==> config.mk <==
export PLATFORM = sky130hd
export DESIGN_NAME = inst_encoder
export DESIGN_NICKNAME = d
export VERILOG_FILES = /design/src/rtl/inst_encoder.sv
export SDC_FILE = /design/constraint.sdc
export NUM_CORES = 1
export LEC_CHECK = 0
export BUFFER_PORTS_ARGS = -buffer_cell sky130_fd_sc_hd__buf_2
export CAP_MARGIN = 20
export CORE_UTILIZATION = 52
export DETAILED_ROUTE_END_ITERATION = 6
export GPL_ROUTABILITY_DRIVEN = 0
export MAX_ROUTING_LAYER = met4
export PLACE_DENSITY = 0.86
export SLEW_MARGIN = 20
export SYNTH_ARGS = -nofsm -noshare
export SYNTH_HDL_FRONTEND = slang
export SYNTH_SLANG_ARGS = --single-unit
==> constraint.sdc <==
create_clock -name clk -period 4.1 [get_ports clk]
set_input_delay 0 -clock clk [delete_from_list [all_inputs] [get_ports clk]]
set_output_delay 0 -clock clk [all_outputs]
set_load 0.03 [all_outputs]
==> src/rtl/inst_encoder.sv <==
// RV32E instruction encoder: packs decoded fields into a 32-bit word by format,
// validates immediates and register numbers, and buffers the result in one output register.
`ifndef INST_R
`define TYPE_BUS 2:0
`define INST_R 3'd0
`define INST_I 3'd1
`define INST_S 3'd2
`define INST_B 3'd3
`define INST_U 3'd4
`define INST_J 3'd5
`endif

module inst_encoder (
    input  logic             clk,
    input  logic             rst_n,
    input  logic             in_valid,
    output logic             in_ready,
    input  logic [`TYPE_BUS] in_type,
    input  logic [6:0]       in_opcode,
    input  logic [4:0]       in_rd,
    input  logic [4:0]       in_rs1,
    input  logic [4:0]       in_rs2,
    input  logic [2:0]       in_funct3,
    input  logic [6:0]       in_funct7,
    input  logic [31:0]      in_imm,
    output logic             out_valid,
    input  logic             out_ready,
    output logic [31:0]      out_inst,
    output logic             out_err,
    output logic [2:0]       err_code,
    output logic [15:0]      enc_count
);

    localparam logic [0:0] EMPTY = 1'b0;
    localparam logic [0:0] FULL  = 1'b1;

    localparam logic [2:0] ERR_OK    = 3'b000;
    localparam logic [2:0] ERR_RANGE = 3'b001;
    localparam logic [2:0] ERR_ALIGN = 3'b010;
    localparam logic [2:0] ERR_REG   = 3'b011;
    localparam logic [2:0] ERR_TYPE  = 3'b100;

    logic [0:0]  state;
    logic [31:0] raw_inst;
    logic [31:0] enc_inst;
    logic [2:0]  enc_code;
    logic        bad_type;
    logic        bad_reg;
    logic        misaligned;
    logic        out_of_range;
    logic        accept;

    assign out_valid = (state == FULL);
    assign in_ready  = !out_valid || out_ready;
    assign accept    = in_valid && in_ready;

    always_comb begin
        raw_inst     = '0;
        bad_type     = 1'b0;
        bad_reg      = 1'b0;
        misaligned   = 1'b0;
        out_of_range = 1'b0;
        case (in_type)
            `INST_R: begin
                raw_inst = {in_funct7, in_rs2, in_rs1, in_funct3, in_rd, in_opcode};
                bad_reg  = in_rd[4] | in_rs1[4] | in_rs2[4];
            end
            `INST_I: begin
                raw_inst     = {in_imm[11:0], in_rs1, in_funct3, in_rd, in_opcode};
                bad_reg      = in_rd[4] | in_rs1[4];
                out_of_range = in_imm != {{20{in_imm[11]}}, in_imm[11:0]};
            end
            `INST_S: begin
                raw_inst     = {in_imm[11:5], in_rs2, in_rs1, in_funct3, in_imm[4:0], in_opcode};
                bad_reg      = in_rs1[4] | in_rs2[4];
                out_of_range = in_imm != {{20{in_imm[11]}}, in_imm[11:0]};
            end
            `INST_B: begin
                raw_inst     = {in_imm[12], in_imm[10:5], in_rs2, in_rs1, in_funct3,
                                in_imm[4:1], in_imm[11], in_opcode};
                bad_reg      = in_rs1[4] | in_rs2[4];
                misaligned   = in_imm[0];
                out_of_range = in_imm != {{19{in_imm[12]}}, in_imm[12:0]};
            end
            `INST_U: begin
                raw_inst   = {in_imm[31:12], in_rd, in_opcode};
                bad_reg    = in_rd[4];
                misaligned = |in_imm[11:0];
            end
            `INST_J: begin
                raw_inst     = {in_imm[20], in_imm[10:1], in_imm[11], in_imm[19:12],
                                in_rd, in_opcode};
                bad_reg      = in_rd[4];
                misaligned   = in_imm[0];
                out_of_range = in_imm != {{11{in_imm[20]}}, in_imm[20:0]};
            end
            default: bad_type = 1'b1;
        endcase

        // Highest-priority cause wins when several checks trip together.
        if (bad_type)          enc_code = ERR_TYPE;
        else if (bad_reg)      enc_code = ERR_REG;
        else if (misaligned)   enc_code = ERR_ALIGN;
        else if (out_of_range) enc_code = ERR_RANGE;
        else                   enc_code = ERR_OK;

        enc_inst = (enc_code == ERR_OK) ? raw_inst : '0;
    end

    always_ff @(posedge clk or negedge rst_n) begin
        if (!rst_n) begin
            state     <= EMPTY;
            out_inst  <= '0;
            out_err   <= 1'b0;
            err_code  <= ERR_OK;
            enc_count <= '0;
        end else begin
            if (out_valid && out_ready && !out_err)
                enc_count <= enc_count + 16'd1;
            if (accept) begin
                state    <= FULL;
                out_inst <= enc_inst;
                out_err  <= (enc_code != ERR_OK);
                err_code <= enc_code;
            end else if (out_ready) begin
                state <= EMPTY;
            end
        end
    end

endmodule

==> results of run 1 <==
[report_power, final]
| group | switching (W) | leakage [nW] | internal [W] |
|---|---|---|---|
| clock network | 0.000170 | 0.0374 | 0.000121 |
| logic | 0.000213 | 1.20 | 0.000129 |
| registers | 0.0000309 | 0.715 | 0.000560 |
| total | 0.000413 | 1.95 | 0.000810 |
[metal layers]
metal  vias up  GRT usage (%)  routed length (um)
met5         -              -                   0
met4         0           9.26                 169
met3        17           5.35                 487
met2       141           43.7                3700
met1      1374           33.7                3300
li1       1359              -                   -
[synth_stat cells (4+ instances only)]
master / n
dfrtp_1: 53
nand2_1: 44
o21ai_2: 29
a22oi_1: 27
nor2_1: 15
inv_1: 10
xnor2_1: 10
a21oi_1: 9
buf_6: 6
nand3_1: 6
nand4_1: 6
o21ai_0: 6
clkbuf_8: 5
mux2i_1: 5
xor2_1: 5
nand2b_1: 4
o22a_2: 4
[worst reg2reg max path, cell delays in order (launching register included)]
cell     delay, ps
dfrtp_1        410
or2b_2         210
and2_0         350
nand4_4        670
o21ai_0        390
[cell type report]
class | instances | area (sq um) | share of cell area [%]
Multi-Input combinational cell | 216 | 1500 | 38.2
Timing Repair Buffer | 151 | 888 | 22.6
Clock inverter | 2 | 15.0 | 0.382
Inverter | 10 | 37.5 | 0.955
Clock buffer | 6 | 72.6 | 1.85
Sequential cell | 53 | 1330 | 33.7
Tap cell | 72 | 90.1 | 2.29
[what timing repair did]
item,in CTS,in global routing
endpoints found under the setup margin,0,0
endpoints found under the hold margin,74,1
hold buffers,25,1
[stage by stage]
stage / setup slack (ps) / hold WS (ps) / instances / util (%) / power, W
6_report: 1880 / 6.59 / 510 / 71.0 / 0.00122
5_1_grt: 1710 / 13.5 / 510 / 71.0 / 0.00129
3_5_place_dp: 1790 / 170 / 476 / 64.6 / 0.000922
2_1_floorplan: 2230 / -296 / 295 / - / 0.000809
4_1_cts: 1990 / 0.312 / 509 / 70.7 / 0.00123
3_3_place_gp: 1870 / 154 / 476 / 64.6 / 0.000914
[state kept, by name, indices dropped and copies added (netlist names)]
register,flops
out_inst,32
out_valid,1
out_err,1
enc_count,16
err_code,3
[worst paths after layout]
check	startpoint	end	slack (ps)	cells after the start
hold reg to reg	out_inst[9]	out_inst[9]	480	2
setup reg to reg	out_valid	out_inst[31]	1970	4
max in group asynchronous	rst_n	err_code[0]	3310	3
setup / recovery	in_imm[3]	out_inst[31]	1880	8
min in group asynchronous	rst_n	enc_count[3]	350	3
hold / removal	in_rs1[3]	out_inst[18]	7	3
[cell families (layout without fill, tap and decap cells)]
family / after synthesis / in the layout / synth area share, %
DFF: 53 / 53 / 43.9
muxes: 8 / 8 / 2.78
adders and majority gates: 1 / 1 / 0.414
buffers and inverters: 26 / 169 / 6.46
xor gates and xnor gates: 15 / 15 / 4.35
and+or+nand+nor: 99 / 99 / 17.4
AOI/OAI and AO/OA: 93 / 93 / 24.6
==> out/results.ini, run 1 <==
[layout]
finish.instance_area_sq_mm=0.00393
layout-drive-gt1-share_pct=42.2
n_antenna_cell=0
final_net_count=509
layout_common_cells=124 x buf_2, 53 x dfrtp_1, 43 x nand2_1, 29 x o21ai_2, 27 x a22oi_1
layout_commonest_cell=buf_2
area_growth_pct=30.2
nFillCells=434

[synthesis]
post_synth_num_cell_types=50
synth_seq_cells=53
yosysTopAreaCell=dfrtp_1
synthArstFlopShare_pct=100
ys_seq_area_share_pct=43.9
synth_top_flop_cell=dfrtp_1
synth_area_leaders=dfrtp_1 44%, o21ai_2 8.4%, a22oi_1 6.7%
synth_area_sq_mm=0.00302
syn_nets=367
synth_cells=295
syn_avg_cell_area_sq_um=10.2
yosys_warnings=0
yosys.area.top_type_share_pct=43.9
synth-edff-count=0

[critical_path]
worstPathCellList=dlygate4sd3_1 > buf_2 > nor4_1 > and4_1 > o221ai_2 > a21oi_2 > nand4_4 > o21ai_0
critPathBufInv=2
path_delay_family=simple AND/OR/NAND/NOR gates
worstSetupPathType=input pin to flip-flop
end_kind=flip-flop
slowest_delay_ps=630
crit_fanout=33
cp_slowest_cell=nand4_4
arrival_ps=2430
critical_path.startpoint_type=input pin
required_ps=4310

[power_and_ir_drop]
vdd_ir_drop_max_v=0.000147
leakage_nw=1.95
power_density_mw_per_mm2=311

[cts]
cts_tree=done
postCtsSetupBuffers=0
path_clk_slew_ps=100
clk_latency_ps=300
cts_buffer_depth=2
numCtsBuffers=5
clkSinkCount=53
cts-root-buf=clkbuf_8
cts_resized=0
htreeDepth=2

[timing]
maxSlewViolCount=0
tightestPinTransition_ps=782
setup_viol=0
finalClockSkew_ps=7.46
fin_crit_sh_pct=54.2
slew_headroom_pct=47.7
rsz0062_at_grt=no
finalHoldViolCount=0
fmax_mhz=450
min_period_ps=2220
setup-tns-final_ps=0

[run_status]
run_status=complete, no violations

[route]
wl_per_cell_um=15.0
dr.pass1.iters=5
remaining_drc_errors=0
via_per_inst=5.67
drtIter0Drc=184
drtAntennaViolNets=0
vias=2891
wirelength_um=7650

[placed_design]
placed_area_sq_mm=0.00358
port_buffers=124
dpl.hpwl_um=5470

[global_routing]
antenna_found_initial=0
grt_pass1_vias=2774
overflow=0
grt_pass1_wl_um=12800
grt_usage_pct=26.9
grt_max_degree=54

[die]
core_sq_mm=0.00554
fp-row-count=27
fp.dieH_um=78.2
die-area_sq_mm=0.00612
dieWidth_um=78.2
num_io_pins=125
start_util_pct=54.5

[worst_hold_path]
hold_path_class=input pin to flip-flop

[flow_run]
max_cap_viol_count=0

Note: power is estimated with default switching activity, not from simulation.
==> run 2: changes to the inputs <==
--- a/config.mk
+++ b/config.mk
@@ -7,11 +7,11 @@
 export LEC_CHECK = 0
 export BUFFER_PORTS_ARGS = -buffer_cell sky130_fd_sc_hd__buf_2
 export CAP_MARGIN = 20
-export CORE_UTILIZATION = 52
+export CORE_UTILIZATION = 44
 export DETAILED_ROUTE_END_ITERATION = 6
 export GPL_ROUTABILITY_DRIVEN = 0
 export MAX_ROUTING_LAYER = met4
-export PLACE_DENSITY = 0.86
+export PLACE_DENSITY = 0.77
 export SLEW_MARGIN = 20
 export SYNTH_ARGS = -nofsm -noshare
 export SYNTH_HDL_FRONTEND = slang
==> constraint.sdc (replaced) <==
create_clock -name clk -period 1.93 [get_ports clk]
set_input_delay 0 -clock clk [delete_from_list [all_inputs] [get_ports clk]]
set_output_delay 0 -clock clk [all_outputs]
set_load 0.03 [all_outputs]
==> run 2 against run 1 <==
Against the previous run: the flow now finishes with violations (design-rule violations); combinational power up 120%; count of clock-buffer cells in the layout fell by 1; first-iteration DRC count decreased by 34%; global-route usage is 2.6 points lower; non-clock buffer count grew 9; register-to-register slack lost 1800 ps; sequential power rose by 110%; setup slack got worse by 1700 ps; power up 110%; critical endpoint is now out_inst[8]; largest power group unchanged.
==> out/results.ini, run 2 (synthesis gave the netlist of run 1 again) <==
[critical_path]
critical_path.startpoint_type=flip-flop
r2r-start=out_valid
cp_slowest_cell=dfrtp_1
end_kind=flip-flop
reg2regPathDepth=5  ; +1
timing.rr.end=out_inst[8]
crit_cells=5  ; -3
crit_fanout=23  ; -30%
worstPathCellList=or2b_2 > and2_0 > nand4_4 > buf_4 > o21ai_0
path_delay_family=simple AND/OR/NAND/NOR gates
critPathBufInv=1  ; -1
startpoint=out_valid
worstSetupPathType=flip-flop to flip-flop
worstSetupEndpoint=out_inst[8]
reg2reg_slack_ps=210  ; -1760 ps
required_ps=2100  ; -2210 ps
arrival_ps=1890  ; -540 ps
slowest_delay_ps=360  ; -270 ps

[global_routing]
overflow=0  ; unchanged
grt_max_degree=54  ; unchanged
grt_pass1_wl_um=13400  ; +5.1%
antenna_found_initial=0  ; unchanged
grt_usage_pct=24.3  ; -2.6 points
grt_pass1_vias=2803  ; +1.0%

[cts]
clkSinkCount=53  ; unchanged
clk_latency_ps=300  ; about the same
cts_tree=done
path_clk_slew_ps=100  ; about the same
cts_resized=0  ; unchanged
cts-root-buf=clkbuf_8
postCtsSetupBuffers=0  ; unchanged
numCtsBuffers=5  ; unchanged
hold_buffers=25  ; unchanged
htreeDepth=2  ; unchanged
cts_buffer_depth=2  ; unchanged

[route]
wl_per_cell_um=15.7  ; +4.5%
via_per_inst=5.56  ; -1.9%
dr.pass1.iters=6  ; +1
vias=2914  ; +0.80%
wirelength_um=8210  ; +7.3%
remaining_drc_errors=8  ; +8
drtAntennaViolNets=0  ; unchanged
drtIter0Drc=121  ; -34%

[layout]
finish.instance_area_sq_mm=0.00400  ; +1.7%
layout_commonest_cell=buf_2
reg.largest.list=out_inst (32), enc_count (16), err_code (3)
n_antenna_cell=0  ; unchanged
layout_common_cells=124 x buf_2, 53 x dfrtp_1, 44 x nand2_1, 29 x o21ai_2, 27 x a22oi_1
area_growth_pct=32.4
layout-drive-gt1-share_pct=43.6  ; +1.4 points
regMostFlops=out_inst
final_net_count=518  ; +1.8%
instances_no_fill=524  ; +2.7%
largest_register_ffs=32  ; unchanged

[die]
die-area_sq_mm=0.00720  ; +18%
num_io_pins=125  ; unchanged
start_util_pct=46.5  ; -8.0 points
dieWidth_um=84.9  ; +8.5%
core_sq_mm=0.00649  ; +17%
fp.dieH_um=84.9  ; +8.5%
fp-row-count=29  ; +7.4%

[power_and_ir_drop]
power_density_mw_per_mm2=652  ; +110%
leakage_nw=2.00  ; +2.5%
vdd_ir_drop_max_v=0.000363  ; +150%

[run_status]
run_status=finished with violations
violations=design-rule violations

[timing]
rsz0062_at_grt=no
maxSlewViolCount=0  ; unchanged
tightestPinTransition_ps=660  ; -123 ps
fmax_mhz=581
finalClockSkew_ps=6.72  ; -0.743 ps
finalHoldViolCount=0  ; unchanged
fin_crit_sh_pct=89.1
slew_headroom_pct=56.0  ; +8.3 points
setup_viol=0  ; unchanged
min_period_ps=1720
setup-tns-final_ps=0  ; unchanged

[placed_design]
port_buffers=124  ; unchanged
dp_cells=491  ; +3.2%
placed_area_sq_mm=0.00366  ; +2.3%
dpl.hpwl_um=5940  ; +8.6%

[worst_hold_path]
hold_path_class=input pin to flip-flop

[flow_run]
max_cap_viol_count=0  ; unchanged

==> run 2: metal layers <==
layer,vias up,track usage [%],part of all wire (%),wire (um)
met4,0,6.47,1.4,118
met2,152,41.2,50,4090
met3,10,4.18,6.7,548
li1,1377,-,-,-
met5,-,-,0,0
met1,1375,30.3,42,3460
==> run 2: final cells by class <==
type | instances | area [sq um]
clock inverter | 3 | 17.5
timing repair buffer | 160 | 953
multi-input combinational | 216 | 1500
fill | 573 | 2500
inverter | 10 | 37.5
sequential | 53 | 1330
clock buffer | 5 | 68.8
tap | 77 | 96.3
==> run 2: worst min-delay path, stage by stage <==
cell and delay [ps]:
buf_2 110, a22oi_1 80, o21ai_2 100
==> run 2: how the worst min path moves through the flow <==
stage               startpoint      endpoint  slack (ps)  depth (start not counted)
floorplan                rst_n  enc_count[0]        -300                          0
global placement         rst_n  enc_count[3]         160                          2
detailed placement       rst_n  enc_count[4]         160                          2
CTS                 in_imm[16]  out_inst[16]           1                          3
global route        in_imm[16]  out_inst[16]          20                          3
finish              in_imm[16]  out_inst[16]          10                          3
==> run 2: power by group <==
| group | internal [W] | total, W | leakage, nW | switching (W) |
|---|---|---|---|---|
| Sequential | 0.00119 | 0.00126 | 0.715 | 0.0000674 |
| Clock | 0.000251 | 0.000606 | 0.0439 | 0.000355 |
| Combinational | 0.000284 | 0.000742 | 1.24 | 0.000458 |
==> run 2: through the flow <==
step                      total power [W]  setup slack (ps)  utilization, %  hold slack, ps
final                             0.00261               210            61.6            12.3
after global routing              0.00275              95.7            61.6            23.8
after detailed placement          0.00198               158            56.4             158
after global placement            0.00197               208            56.4             159
after floorplan                   0.00172              62.4               -            -296
after CTS                         0.00263               195            61.6            1.17
